File: src/rtl/countdown_timer_pkg.sv
// Shared types and constants for the count-down timer, with the same
// hour/minute/second widths and limits as the time-of-day counters.
package countdown_timer_pkg;

   localparam int unsigned SEC_W = 6;
   localparam int unsigned MIN_W = 6;
   localparam int unsigned HR_W  = 4;

   localparam logic [SEC_W-1:0] SEC_MAX = 6'd59;
   localparam logic [MIN_W-1:0] MIN_MAX = 6'd59;
   localparam logic [HR_W-1:0]  HR_MAX  = 4'd12;

   typedef enum logic [1:0] {
      ST_IDLE   = 2'd0,
      ST_RUN    = 2'd1,
      ST_PAUSED = 2'd2,
      ST_DONE   = 2'd3
   } state_e;

   typedef struct packed {
      logic [HR_W-1:0]  hr;
      logic [MIN_W-1:0] min;
      logic [SEC_W-1:0] sec;
   } hms_t;

   localparam hms_t HMS_ONE_SEC = '{hr: '0, min: '0, sec: 6'd1};

   function automatic logic hms_legal(input hms_t v);
      return (v.hr <= HR_MAX) && (v.min <= MIN_MAX) && (v.sec <= SEC_MAX);
   endfunction

endpackage

File: src/rtl/countdown_timer_tick_prescaler.sv
// Divides the system clock into one-second ticks while enabled; holds its
// phase when disabled so a resumed count continues mid-second.
module tick_prescaler #(
   parameter int unsigned TICK_DIV = 1
) (
   input  logic clk,
   input  logic reset,
   input  logic enable,
   input  logic clear,
   output logic tick
);

   localparam int unsigned CNT_W = (TICK_DIV > 1) ? $clog2(TICK_DIV) : 1;
   localparam logic [CNT_W-1:0] LAST = CNT_W'(TICK_DIV - 1);

   logic [CNT_W-1:0] cnt_q, cnt_d;

   always_comb begin
      cnt_d = cnt_q;
      if (clear) begin
         cnt_d = '0;
      end else if (enable) begin
         cnt_d = (cnt_q == LAST) ? '0 : cnt_q + 1'b1;
      end
   end

   assign tick = enable && !clear && (cnt_q == LAST);

   always_ff @(posedge clk) begin
      if (!reset) begin
         cnt_q <= '0;
      end else begin
         cnt_q <= cnt_d;
      end
   end

endmodule

File: src/rtl/countdown_timer.sv
// Kitchen-timer style H:M:S count-down: load a duration, run/pause, and
// flag expiry when the count reaches 0:00:00.
module countdown_timer
   import countdown_timer_pkg::*;
#(
   parameter int unsigned TICK_DIV = 1
) (
   input  logic             clk,
   input  logic             reset,
   input  logic             load,
   input  logic [HR_W-1:0]  load_hours,
   input  logic [MIN_W-1:0] load_minutes,
   input  logic [SEC_W-1:0] load_seconds,
   input  logic             start,
   input  logic             pause,
   output logic [HR_W-1:0]  hours,
   output logic [MIN_W-1:0] minutes,
   output logic [SEC_W-1:0] seconds,
   output logic             running,
   output logic             expired,
   output logic             load_err
);

   state_e state_q, state_d;
   hms_t   cnt_q, cnt_d;
   logic   running_q, running_d;
   logic   expired_q, expired_d;
   logic   load_err_q, load_err_d;

   hms_t load_v;
   hms_t cnt_dec;
   logic load_ok;
   logic cnt_zero;
   logic start_go;
   logic pause_go;
   logic ps_enable;
   logic ps_clear;
   logic tick;

   assign load_v   = {load_hours, load_minutes, load_seconds};
   assign load_ok  = hms_legal(load_v);
   assign cnt_zero = (cnt_q == '0);

   // A start seen in RUN is ignored, so it must not mask a concurrent pause.
   assign start_go = !load && start &&
                     (((state_q == ST_IDLE) && !cnt_zero) || (state_q == ST_PAUSED));
   assign pause_go = !load && !start_go && pause && (state_q == ST_RUN);

   // The prescaler only advances on cycles that actually stay in RUN.
   assign ps_enable = (state_q == ST_RUN) && !load && !pause;
   assign ps_clear  = (load && load_ok) || (start_go && (state_q == ST_IDLE));

   tick_prescaler #(
      .TICK_DIV(TICK_DIV)
   ) u_prescaler (
      .clk   (clk),
      .reset (reset),
      .enable(ps_enable),
      .clear (ps_clear),
      .tick  (tick)
   );

   always_comb begin
      cnt_dec = cnt_q;
      if (cnt_q.sec != '0) begin
         cnt_dec.sec = cnt_q.sec - 1'b1;
      end else if (cnt_q.min != '0) begin
         cnt_dec.sec = SEC_MAX;
         cnt_dec.min = cnt_q.min - 1'b1;
      end else if (cnt_q.hr != '0) begin
         cnt_dec.sec = SEC_MAX;
         cnt_dec.min = MIN_MAX;
         cnt_dec.hr  = cnt_q.hr - 1'b1;
      end
   end

   always_comb begin
      state_d    = state_q;
      cnt_d      = cnt_q;
      expired_d  = 1'b0;
      load_err_d = 1'b0;
      if (load) begin
         if (load_ok) begin
            cnt_d   = load_v;
            state_d = ST_IDLE;
         end else begin
            load_err_d = 1'b1;
         end
      end else if (start_go) begin
         state_d = ST_RUN;
      end else if (pause_go) begin
         state_d = ST_PAUSED;
      end else if (tick) begin
         cnt_d = cnt_dec;
         if (cnt_q == HMS_ONE_SEC) begin
            state_d   = ST_DONE;
            expired_d = 1'b1;
         end
      end
      running_d = (state_d == ST_RUN);
   end

   always_ff @(posedge clk) begin
      if (!reset) begin
         state_q    <= ST_IDLE;
         cnt_q      <= '0;
         running_q  <= 1'b0;
         expired_q  <= 1'b0;
         load_err_q <= 1'b0;
      end else begin
         state_q    <= state_d;
         cnt_q      <= cnt_d;
         running_q  <= running_d;
         expired_q  <= expired_d;
         load_err_q <= load_err_d;
      end
   end

   assign hours    = cnt_q.hr;
   assign minutes  = cnt_q.min;
   assign seconds  = cnt_q.sec;
   assign running  = running_q;
   assign expired  = expired_q;
   assign load_err = load_err_q;

endmodule

File: config.mk
export PLATFORM = sky130hd
export DESIGN_NAME = countdown_timer
export DESIGN_NICKNAME = d
export VERILOG_FILES = /design/src/rtl/countdown_timer_pkg.sv /design/src/rtl/countdown_timer_tick_prescaler.sv /design/src/rtl/countdown_timer.sv
export SDC_FILE = /design/constraint.sdc
export NUM_CORES = 1
export LEC_CHECK = 0
export BUFFER_PORTS_ARGS = -buffer_cell sky130_fd_sc_hd__buf_4
export CAP_MARGIN = 30
export CORE_MARGIN = 4
export CORE_UTILIZATION = 55
export DETAILED_ROUTE_END_ITERATION = 10
export PLACE_DENSITY_LB_ADDON = 0.1
export SLEW_MARGIN = 20
export SYNTH_ARGS = -nofsm -noshare
export SYNTH_HDL_FRONTEND = slang
export SYNTH_SLANG_ARGS = --single-unit
File: constraint.sdc
create_clock -name clk -period 6 [get_ports clk]
set_input_delay 1.2 -clock clk [delete_from_list [all_inputs] [get_ports clk]]
set_output_delay 1.2 -clock clk [all_outputs]
set_load 0.05 [all_outputs]
==> flow_summary_export.csv, run 1 <==
group,metric,value,unit
status,status,"complete, no violations",
logic_synthesis,synth.area.mux_share,1.443,%
place,numPortBuffers,39,
route,first_iter_violations,89,
logic_synthesis,synth_enable_flop_cells,0,
setup_path,worstPathRequired,6.21,ns
place,dp_cells,239,
timing,final_hold_fails,0,
setup_path,critPathSlowestCell,"sky130_fd_sc_hd__a22oi_1",
setup_path,reg2regPathDepth,5,
logic_synthesis,yosys.area_share.xor_xnor,0,%
route,route.final.wire_length,3628,µm
power_and_ir_drop,vdd_drop_max,0.1840,mV
clock_network,clk-insertion-delay-late,0.30,ns
grt,met3_usage,3.786,%
route,routedWlPerCell,14.93,µm
logic_synthesis,async_flop_share,0,%
power_and_ir_drop,p_comb_share,46.1,%
layout,layout.nets,244,
timing,final_max_slew_viol_count,0,
die,fp.dieH,58.23,µm
route,post-route-drc-count,0,
clock_network,clock_sink_total,21,
power_and_ir_drop,power_switching_share,43.33,%
setup_path,worst-setup-path-type,"primary input to register",
logic_synthesis,synth.area.top_cells,"sky130_fd_sc_hd__dfxtp_1 (30%), sky130_fd_sc_hd__ha_1 (6.3%), sky130_fd_sc_hd__nand2_1 (5.1%)",
logic_synthesis,post_synth_inst_count,180,
setup_path,setup.worst_path.end_class,"register",
timing,fmax,345.4,MHz
clock_network,clockRootBuffer,"sky130_fd_sc_hd__clkbuf_4",
die,start_util,60.40,%
timing,period_share,48.26,%
layout,area_growth,22.81,%
logic_synthesis,ys_ff_latch,21,
logic_synthesis,simple_gate_fraction_of_synth_area,27.77,%
worst_hold_path,timing.hold.worst.class,"register to register",
grt,use_met1,29.96,%
clock_network,cts.htree.levels,1,
layout,post_layout_instance_count_excluding_filler_cells,243,
timing,fin_worst_hold_slack,0.5378,ns
logic_synthesis,ys_seq_area_share,30.30,%
worst_hold_path,worst_hold_path.num_cells,2,
setup_path,critical_path.cell_chain,"buf_4 -> or4b_4 -> a22oi_1 -> a21oi_1 -> a41o_1",
logic_synthesis,synth_flop_cell,"sky130_fd_sc_hd__dfxtp_1",
die,fp.dieArea,3391,µm²
logic_synthesis,syn-num-nets,208,
clock_network,post_cts_hold_buffer_count,0,
setup_path,worstPathMaxFanout,32,
power_and_ir_drop,total_leakage_power,0.7287,nW
timing,worstMarginPinSlew,0.8638,ns
die,die-width,58.23,µm
clock_network,clock_tree_from_tritoncts,"built",
clock_network,clk_path_buf_depth,2,
die,rows,17,
logic_synthesis,number_of_synthesis_warnings,0,
clock_network,numCtsBuffers,3,
logic_synthesis,synthDistinctLibCells,48,
layout,layout_common_cells,"sky130_fd_sc_hd__buf_4 (39), sky130_fd_sc_hd__dfxtp_1 (21), sky130_fd_sc_hd__nand2_1 (19)",
layout,layout_commonest_cell,"sky130_fd_sc_hd__buf_4",
die,core_area,2297,µm²
place,dp_slack,2.810,ns
logic_synthesis,synth.top_cell.area_share,30.30,%
clock_network,cts_setup_buffers,0,
die,design.portCount,40,
logic_synthesis,synthDominantAreaCellType,"sky130_fd_sc_hd__dfxtp_1",
power_and_ir_drop,clockPowerShare,15.1,%
route,ratio_of_routed_vias_to_standard_cells,6.144,
place,hpwl_reported_at_the_end_of_detailed_placement,2691,µm
run,max-cap-violations,0,
setup_path,kind_of_launch_point_of_the_worst_setup_path,"primary input",
power_and_ir_drop,p_seq_share,38.8,%
logic_synthesis,post_synth_fa_ha_maj_area_fraction,6.312,%
grt,pin_count_of_the_biggest_net_entering_global_routing,33,
logic_synthesis,synth_compound_gate_area_share,28.76,%
timing,fin_worst_skew,0.003668,ns
timing,final-setup-viol-count,0,
logic_synthesis,postSynthAreaPerCell,7.709,µm²
route,first_pass_iteration_count_of_the_detailed_router,4,
layout,layout-drive-gt1-share,21.40,%
power_and_ir_drop,power_switching,194.3,µW
route,dr_total_vias,1493,
grt,grt_pass1_wl,5940,µm
route,antenna_violating_nets_post_route,0,
power_and_ir_drop,power-per-cell-area,263.2,nW/µm²
grt,grt_usage,21.56,%
logic_synthesis,cell_area_after_technology_mapping,1388,µm²
timing,setup-tns-final,0,ns
timing,grt_setup_unrepaired,"no",
setup_path,critical-path-max-stage-delay,0.72,ns
grt,first_global_vias,1392,
timing,headroom_to_the_max_slew_limit,42.42,%
power_and_ir_drop,intPower,254.1,µW
grt,top_usage_layer,"met2",
clock_network,cts.reportedPaths.clkPinSlew,0.12,ns
grt,global_route.usage.met2,34.03,%
setup_path,data_arrival_time_of_the_worst_path,3.10,ns
setup_path,regToRegSetupSlack,3.68,ns
grt,antenna_found_initial,0,
layout,n_antenna_cell,0,
grt,globalRoute.totalOverflow,0,
clock_network,post_cts_resize_count,0,
timing,post-route-worst-setup-slack,3.105,ns
place,gpl.final_weighted_congestion,0.8906,
timing,period_minus_slack,2.895,ns
logic_synthesis,dominant_combinational_cell_family_by_area_after_synthesis,"compound AO/OA/AOI/OAI gates",
power_and_ir_drop,p_total,448.4,µW
-- cell type report --
class	count	area (µm²)
multi-input cells	141	892.1
clock buffers	4	26.28
inverters	10	37.54
well taps	28	35.03
fillers	186	593.1
repair buffers	39	292.8
flip-flops and latches	21	420.4
-- critical path, delay by kind of cell --
kind / cells / cell delay [ns]
and+or+nand+nor: 1 / 0.59
AOI/OAI and AO/OA: 3 / 1.09
buffers and inverters: 1 / 0.21
-- cells in the mapped netlist (all sizes together), types with 2 or more instances --
cell / instances
a211oi: 2
a21oi: 14
a22o: 2
a31oi: 3
a41oi: 2
and2: 4
buf: 2
clkbuf: 6
dfxtp: 21
ha: 7
inv: 9
mux2i: 2
nand2: 19
nand2b: 4
nand3: 9
nand4: 5
nor2: 12
nor2b: 2
nor3: 6
nor4: 2
nor4b: 2
o2111ai: 3
o211ai: 2
o21a: 2
o21ai: 11
o31ai: 7
or3: 2
-- power groups by stage --
stage / sequential [mW] / combinational, mW / clock (mW)
after floorplan: 0.220 / 0.103 / 0
after global placement: 0.175 / 0.199 / 0
after detailed placement: 0.176 / 0.204 / 0
after CTS: 0.173 / 0.205 / 0.0709
after global routing: 0.176 / 0.224 / 0.0774
final: 0.174 / 0.207 / 0.0679
-- final timing paths --
check	startpoint	to
setup / recovery	load	seconds[3]
hold / removal	hours[1]	hours[1]
setup reg to reg	minutes[2]	minutes[4]
hold reg to reg	hours[1]	hours[1]
-- cells by family (layout without fill, tap and decap cells) --
group,after synthesis,in the layout
flops,21,21
mux,2,2
compound gates,59,59
fa+ha+maj,7,7
buf+inv,18,53
simple gates,73,73
-- per-layer routing --
metal	vias to the layer above	part of all wire, %
met1	677	46
met4	0	0.33
met2	69	45
met5	-	0
met3	4	8.8
li1	743	-
-- sequential cells by signal (all words and copies together) (netlist names) --
signal and flops:
minutes 6, seconds 6, hours 4, state_q 2
expired 1, load_err 1, running 1
-- through the flow --
stage / util (%) / cell area [µm²]
2_1_floorplan: - / 1388
3_3_place_gp: 73.04 / 1678
3_5_place_dp: 73.04 / 1678
4_1_cts: 74.18 / 1704
5_1_grt: 74.18 / 1704
6_report: 74.18 / 1704
Power figures use the tool's default switching activity.
==> inputs of run 2 (changes only) <==
ABC_AREA = 1   (was unset)
CORE_UTILIZATION = 53   (was 55)
clock period = 3 ns   (was 6 ns; I/O delays follow)
==> flow_summary_export.csv, run 2 <==
group,metric,value,unit
layout,layout.nets,299,
die,fp.dieArea,3857,µm²
clock_network,clock_sink_total,21,
logic_synthesis,synthDominantAreaCellType,"sky130_fd_sc_hd__dfxtp_1",
logic_synthesis,synth_flop_cell,"sky130_fd_sc_hd__dfxtp_1",
setup_path,worst_setup_path_startpoint,"minutes[0]",
setup_path,critPathSlowestCell,"sky130_fd_sc_hd__dfxtp_1",
grt,antenna_found_initial,0,
layout,layout-drive-gt1-share,24.81,%
place,numPortBuffers,39,
timing,period_minus_slack,1.645,ns
logic_synthesis,number_of_synthesis_warnings,0,
grt,globalRoute.totalOverflow,0,
logic_synthesis,syn-num-nets,260,
route,first_iter_violations,78,
setup_path,worst-setup-path-type,"register to register",
logic_synthesis,synth_most_common_cell,"sky130_fd_sc_hd__nand2_1",
logic_synthesis,ys_seq_area_share,27.10,%
route,ratio_of_routed_vias_to_standard_cells,5.382,
grt,grt_usage,19.87,%
logic_synthesis,synth_enable_flop_cells,0,
setup_path,critical_path_buf_inv_count,2,
power_and_ir_drop,p_total,966.2,µW
setup_path,crit_cells,9,
setup_path,regToRegSetupSlack,1.36,ns
setup_path,kind_of_launch_point_of_the_worst_setup_path,"register",
logic_synthesis,post_synth_most_frequent_cells,"sky130_fd_sc_hd__nand2_1 (55), sky130_fd_sc_hd__nor2_1 (33), sky130_fd_sc_hd__inv_1 (26), sky130_fd_sc_hd__dfxtp_1 (21), sky130_fd_sc_hd__nand3_1 (14)",
logic_synthesis,cell_area_after_technology_mapping,1551,µm²
clock_network,clk-insertion-delay-late,0.31,ns
place,hpwl_reported_at_the_end_of_detailed_placement,2805,µm
timing,headroom_to_the_max_slew_limit,76.13,%
logic_synthesis,synth.top_cell.area_share,27.10,%
die,start_util,55.78,%
status,status,"complete, no violations",
logic_synthesis,async_flop_share,0,%
die,core_area,2781,µm²
setup_path,crit_family,"simple AND/OR/NAND/NOR gates",
logic_synthesis,synthDistinctLibCells,31,
layout,seqCellArea,420.4,µm²
route,first_pass_iteration_count_of_the_detailed_router,4,
setup_path,critical_path.cell_chain,"inv_1 -> ha_1 -> nand3_2 -> nor2_1 -> nand2_1 -> nand3_2 -> inv_2 -> nand2_1 -> a21oi_1",
timing,fin_worst_skew,0.005981,ns
layout,n_antenna_cell,0,
worst_hold_path,timing.hold.worst.class,"register to register",
die,rows,19,
logic_synthesis,post_synth_inst_count,232,
timing,worstMarginPinSlew,0.3576,ns
timing,grt_setup_unrepaired,"no",
clock_network,cts.reportedPaths.clkPinSlew,0.12,ns
route,post-route-drc-count,0,
route,route.final.wire_length,3685,µm
die,design.portCount,40,
clock_network,clk_path_buf_depth,2,
clock_network,post_cts_resize_count,0,
die,die-width,62.11,µm
setup_path,reg2regPathDepth,9,
timing,fmax,608.0,MHz
power_and_ir_drop,power-per-cell-area,515.2,nW/µm²
route,routedWlPerCell,12.24,µm
layout,fill_cells,285,
setup_path,critical-path-max-stage-delay,0.41,ns
timing,setup-tns-final,0,ns
timing,final_max_slew_viol_count,0,
setup_path,worstPathRequired,3.24,ns
clock_network,post_cts_hold_buffer_count,0,
run,max-cap-violations,0,
layout,area_growth,20.89,%
logic_synthesis,postSynthAreaPerCell,6.687,µm²
route,dr_total_vias,1620,
setup_path,worst_r2r_endpoint,"seconds[1]",
clock_network,cts_setup_buffers,0,
clock_network,clockRootBuffer,"sky130_fd_sc_hd__clkbuf_4",
layout,layout_commonest_cell,"sky130_fd_sc_hd__nand2_1",
grt,first_global_vias,1508,
setup_path,data_arrival_time_of_the_worst_path,1.88,ns
logic_synthesis,ys_ff_latch,21,
clock_network,cts.htree.levels,1,
layout,layout_common_cells,"sky130_fd_sc_hd__nand2_1 (55), sky130_fd_sc_hd__buf_4 (39), sky130_fd_sc_hd__nor2_1 (33)",
timing,final_hold_fails,0,
grt,pin_count_of_the_biggest_net_entering_global_routing,25,
clock_network,clock_tree_from_tritoncts,"built",
timing,period_share,54.83,%
setup_path,setup.worst_path.end_class,"register",
power_and_ir_drop,total_leakage_power,0.9550,nW
clock_network,numCtsBuffers,3,
setup_path,critical_path.endpoint,"seconds[1]",
route,antenna_violating_nets_post_route,0,
logic_synthesis,synth.area.top_cells,"sky130_fd_sc_hd__dfxtp_1 (27%), sky130_fd_sc_hd__nand2_1 (13%), sky130_fd_sc_hd__nor2_1 (8.0%)",
power_and_ir_drop,vdd_drop_max,0.3728,mV
setup_path,worstPathMaxFanout,7,
grt,grt_pass1_wl,6472,µm
timing,final-setup-viol-count,0,
setup_path,crit-reg2reg-launch,"minutes[0]",
place,gpl.final_weighted_congestion,0.8880,
die,fp.dieH,62.11,µm
layout,multi_input_area,979.7,µm²
run 2: cell types whose count changed after synthesis, moves of 4 or more:
cell                       before  now
sky130_fd_sc_hd__nor2_4         0    4
sky130_fd_sc_hd__nor3_1         6    2
sky130_fd_sc_hd__nand3_1        9   14
sky130_fd_sc_hd__nor2_1        12   33
sky130_fd_sc_hd__nand3_2        0    4
sky130_fd_sc_hd__clkbuf_1       6    2
sky130_fd_sc_hd__nand4_1        5   10
sky130_fd_sc_hd__inv_1          9   26
sky130_fd_sc_hd__nand2_1       19   55
sky130_fd_sc_hd__and2_1         4    0
sky130_fd_sc_hd__o31ai_1        7    0
sky130_fd_sc_hd__nand2b_1       4    0
run 2: layer usage:
layer,up-vias,wire length [µm],GRT usage [%]
li1,830,-,-
met3,11,226,3.784
met2,54,1663,31.74
met4,0,92,8.672
met1,725,1702,25.78
met5,-,0,0
run 2: logic make-up (layout without fill, tap and decap cells):
kind of cell	after synthesis	in the layout	synth area share, %
and+or+nand+nor	133	133	42.98
buffers and inverters	34	72	9.758
AOI/OAI and AO/OA	32	32	11.69
DFF	21	21	27.10
adders and majority gates	7	7	5.645
xor gates and xnor gates	5	5	2.823
run 2: how the worst min path moves through the flow:
stage	cells after the start	startpoint	end	slack [ns]
detailed placement	2	state_q[0]	state_q[0]	0.51
CTS	2	state_q[1]	state_q[1]	0.53
floorplan	2	state_q[0]	state_q[0]	0.48
global route	2	state_q[0]	state_q[0]	0.56
global placement	2	seconds[1]	seconds[1]	0.50
finish	2	state_q[0]	state_q[0]	0.52
run 2: cell type report:
cell class,count,area share [%]
clock buffer,3,1.201
clock inverter,1,0.2668
inverter,29,6.204
multi-input combinational,177,52.23
sequential,21,22.41
tap,31,2.068
timing repair buffer,39,15.61
run 2: power by group:
group	internal (mW)	switching [mW]	total (mW)
sequential	0.308	0.0324	0.340
clock	0.0498	0.0901	0.140
combinational	0.167	0.319	0.486
total	0.525	0.441	0.966
run 2: metrics by stage:
step / std cells / cell area (µm²) / hold WS, ns / setup WS [ns] / util, %
6_report: 301 / 1876 / 0.5240 / 1.355 / 67.43
5_1_grt: 301 / 1876 / 0.5623 / 1.194 / 67.43
2_1_floorplan: 232 / 1551 / 0.4776 / 1.181 / -
4_1_cts: 301 / 1876 / 0.5297 / 1.361 / 67.43
3_3_place_gp: 297 / 1848 / 0.4977 / 1.254 / 66.44
3_5_place_dp: 297 / 1848 / 0.5124 / 1.228 / 66.44
run 2: worst register-to-register path, cell delays in order, from the launching register on:
cell and delay [ns]:
sky130_fd_sc_hd__dfxtp_1 0.41, sky130_fd_sc_hd__inv_1 0.12, sky130_fd_sc_hd__ha_1 0.26, sky130_fd_sc_hd__nand3_2 0.15, sky130_fd_sc_hd__nor2_1 0.07, sky130_fd_sc_hd__nand2_1 0.07
sky130_fd_sc_hd__nand3_2 0.16, sky130_fd_sc_hd__inv_2 0.14, sky130_fd_sc_hd__nand2_1 0.06, sky130_fd_sc_hd__a21oi_1 0.14
==> inputs of run 3 (changes only) <==
clock period = 1.6 ns   (was 3 ns; I/O delays follow)
==> flow_summary_export.csv, run 3 (synthesis results as in run 2) <==
group,metric,value,unit
status,status,"complete, no violations",
power_and_ir_drop,clockPowerShare,14.1,%
setup_path,worstPathMaxFanout,9,
setup_path,data_arrival_time_of_the_worst_path,1.70,ns
place,hpwl_reported_at_the_end_of_detailed_placement,2822,µm
route,dr_total_vias,1615,
setup_path,kind_of_launch_point_of_the_worst_setup_path,"register",
power_and_ir_drop,p_comb_share,52.1,%
route,first_iter_violations,84,
timing,final-setup-viol-count,0,
timing,fin_worst_skew,0.005188,ns
clock_network,clk-insertion-delay-late,0.31,ns
layout,fill_cells,260,
run,max-cap-violations,0,
setup_path,regToRegSetupSlack,0.11,ns
layout,n_antenna_cell,0,
timing,period_share,93.14,%
power_and_ir_drop,total_leakage_power,1.011,nW
layout,postLayoutCoreUtil,71.39,%
worst_hold_path,min_delay_worst_endpoint,"hours[0]",
grt,grt_pass1_wl,6092,µm
setup_path,setup.worst_path.end_class,"register",
power_and_ir_drop,power_switching_share,44.71,%
die,rows,19,
clock_network,clock_sink_total,21,
route,ratio_of_routed_vias_to_standard_cells,5.176,
clock_network,cts.reportedPaths.clkPinSlew,0.12,ns
power_and_ir_drop,power-per-cell-area,952.2,nW/µm²
route,route.final.wire_length,3725,µm
grt,antenna_found_initial,0,
grt,first_global_vias,1399,
place,numPortBuffers,39,
route,post-route-drc-count,0,
timing,fmax,671.0,MHz
die,fp.dieArea,3857,µm²
setup_path,worst-setup-path-type,"register to register",
die,start_util,55.78,%
power_and_ir_drop,intPower,1.045,mW
setup_path,reg2regPathDepth,9,
layout,area_growth,27.98,%
timing,final_max_slew_viol_count,0,
grt,grt_usage,18.76,%
power_and_ir_drop,p_seq_share,33.8,%
timing,period_minus_slack,1.490,ns
timing,setup-tns-final,0,ns
grt,globalRoute.totalOverflow,0,
clock_network,clk_path_buf_depth,2,
clock_network,clockRootBuffer,"sky130_fd_sc_hd__clkbuf_4",
worst_hold_path,min_from,"reset",
route,first_pass_iteration_count_of_the_detailed_router,4,
route,antenna_violating_nets_post_route,0,
layout,layout_common_cells,"sky130_fd_sc_hd__nand2_1 (55), sky130_fd_sc_hd__buf_4 (50), sky130_fd_sc_hd__nor2_1 (33)",
die,die-width,62.11,µm
setup_path,crit-reg2reg-launch,"hours[0]",
setup_path,worstPathRequired,1.81,ns
die,design.portCount,40,
layout,multi_input_area,994.7,µm²
clock_network,post_cts_hold_buffer_count,0,
place,gpl.final_weighted_congestion,0.8617,
timing,grt_setup_unrepaired,"no",
layout,layout.nets,310,
grt,pin_count_of_the_biggest_net_entering_global_routing,16,
power_and_ir_drop,vdd_drop_max,0.7345,mV
die,core_area,2781,µm²
layout,layout-drive-gt1-share,30.96,%
clock_network,numCtsBuffers,3,
route,routedWlPerCell,11.94,µm
worst_hold_path,timing.hold.worst.class,"primary input to register",
timing,headroom_to_the_max_slew_limit,80.15,%
layout,seqCellArea,431.7,µm²
die,fp.dieH,62.11,µm
timing,worstMarginPinSlew,0.2975,ns
timing,final_hold_fails,0,
clock_network,cts.htree.levels,1,
layout,layout_commonest_cell,"sky130_fd_sc_hd__nand2_1",
worst_hold_path,worst_hold_path.num_cells,3,
setup_path,worst_r2r_endpoint,"minutes[3]",
clock_network,clock_tree_from_tritoncts,"built",
power_and_ir_drop,power_switching,845.4,µW
[run 3: how the worst max path moves through the flow]
stage,from,to,depth (start not counted)
3_3_place_gp,hours[0],minutes[2],9
6_report,hours[0],minutes[3],9
4_1_cts,hours[0],minutes[3],9
5_1_grt,hours[0],minutes[3],9
2_1_floorplan,seconds[0],seconds[1],9
3_5_place_dp,hours[0],minutes[3],9
[run 3: power by group through the flow]
stage | Clock [mW] | Sequential (mW) | Combinational, mW
2_1_floorplan | 0 | 0.825 | 0.519
3_3_place_gp | 0 | 0.651 | 0.938
3_5_place_dp | 0 | 0.650 | 0.943
4_1_cts | 0.273 | 0.639 | 0.947
5_1_grt | 0.310 | 0.649 | 1.08
6_report | 0.267 | 0.640 | 0.984
[run 3: timing repair]
item                       in CTS  in global routing
setup endpoints to repair       0                 15
resized for setup               0                  6
setup buffers                   0                  2
[run 3: area by class of cell]
class | instances | share of cell area (%)
repair buffers | 50 | 18.90
flip-flops and latches | 21 | 21.74
clock buffers | 4 | 1.323
inverters | 29 | 5.986
multi-input cells | 177 | 50.09
well taps | 31 | 1.953
[run 3: through the flow]
step	std cells	area (µm²)	setup WS (ns)	power (mW)	hold slack, ns
3_3_place_gp	306	1927	0.09464	1.589	0.4774
3_5_place_dp	306	1927	0.03366	1.593	0.4763
5_1_grt	312	1986	0.01068	2.035	0.3062
6_report	312	1986	0.1097	1.891	0.3086
2_1_floorplan	232	1563	0.009063	1.344	0.4357
4_1_cts	310	1953	0.001112	1.859	0.3078
[run 3: routing by layer]
| layer | track usage [%] | up-vias | wire length [µm] | share of wire, % |
|---|---|---|---|---|
| li1 | - | 845 | - | - |
| met1 | 26.50 | 726 | 1794 | 48 |
| met3 | 3.423 | 2 | 205 | 5.5 |
| met5 | 0 | - | 0 | 0 |
| met2 | 28.50 | 42 | 1703 | 46 |
| met4 | 6.233 | 0 | 21 | 0.56 |
[run 3: worst max-delay path: stages (launching register included)]
cell,delay [ns]
sky130_fd_sc_hd__dfxtp_4,0.37
sky130_fd_sc_hd__inv_2,0.08
sky130_fd_sc_hd__ha_1,0.18
sky130_fd_sc_hd__nand3_2,0.11
sky130_fd_sc_hd__nor2_4,0.13
sky130_fd_sc_hd__nand3_1,0.10
sky130_fd_sc_hd__nand2_2,0.13
sky130_fd_sc_hd__nor2_8,0.06
sky130_fd_sc_hd__o21ai_0,0.17
sky130_fd_sc_hd__nor2_1,0.06
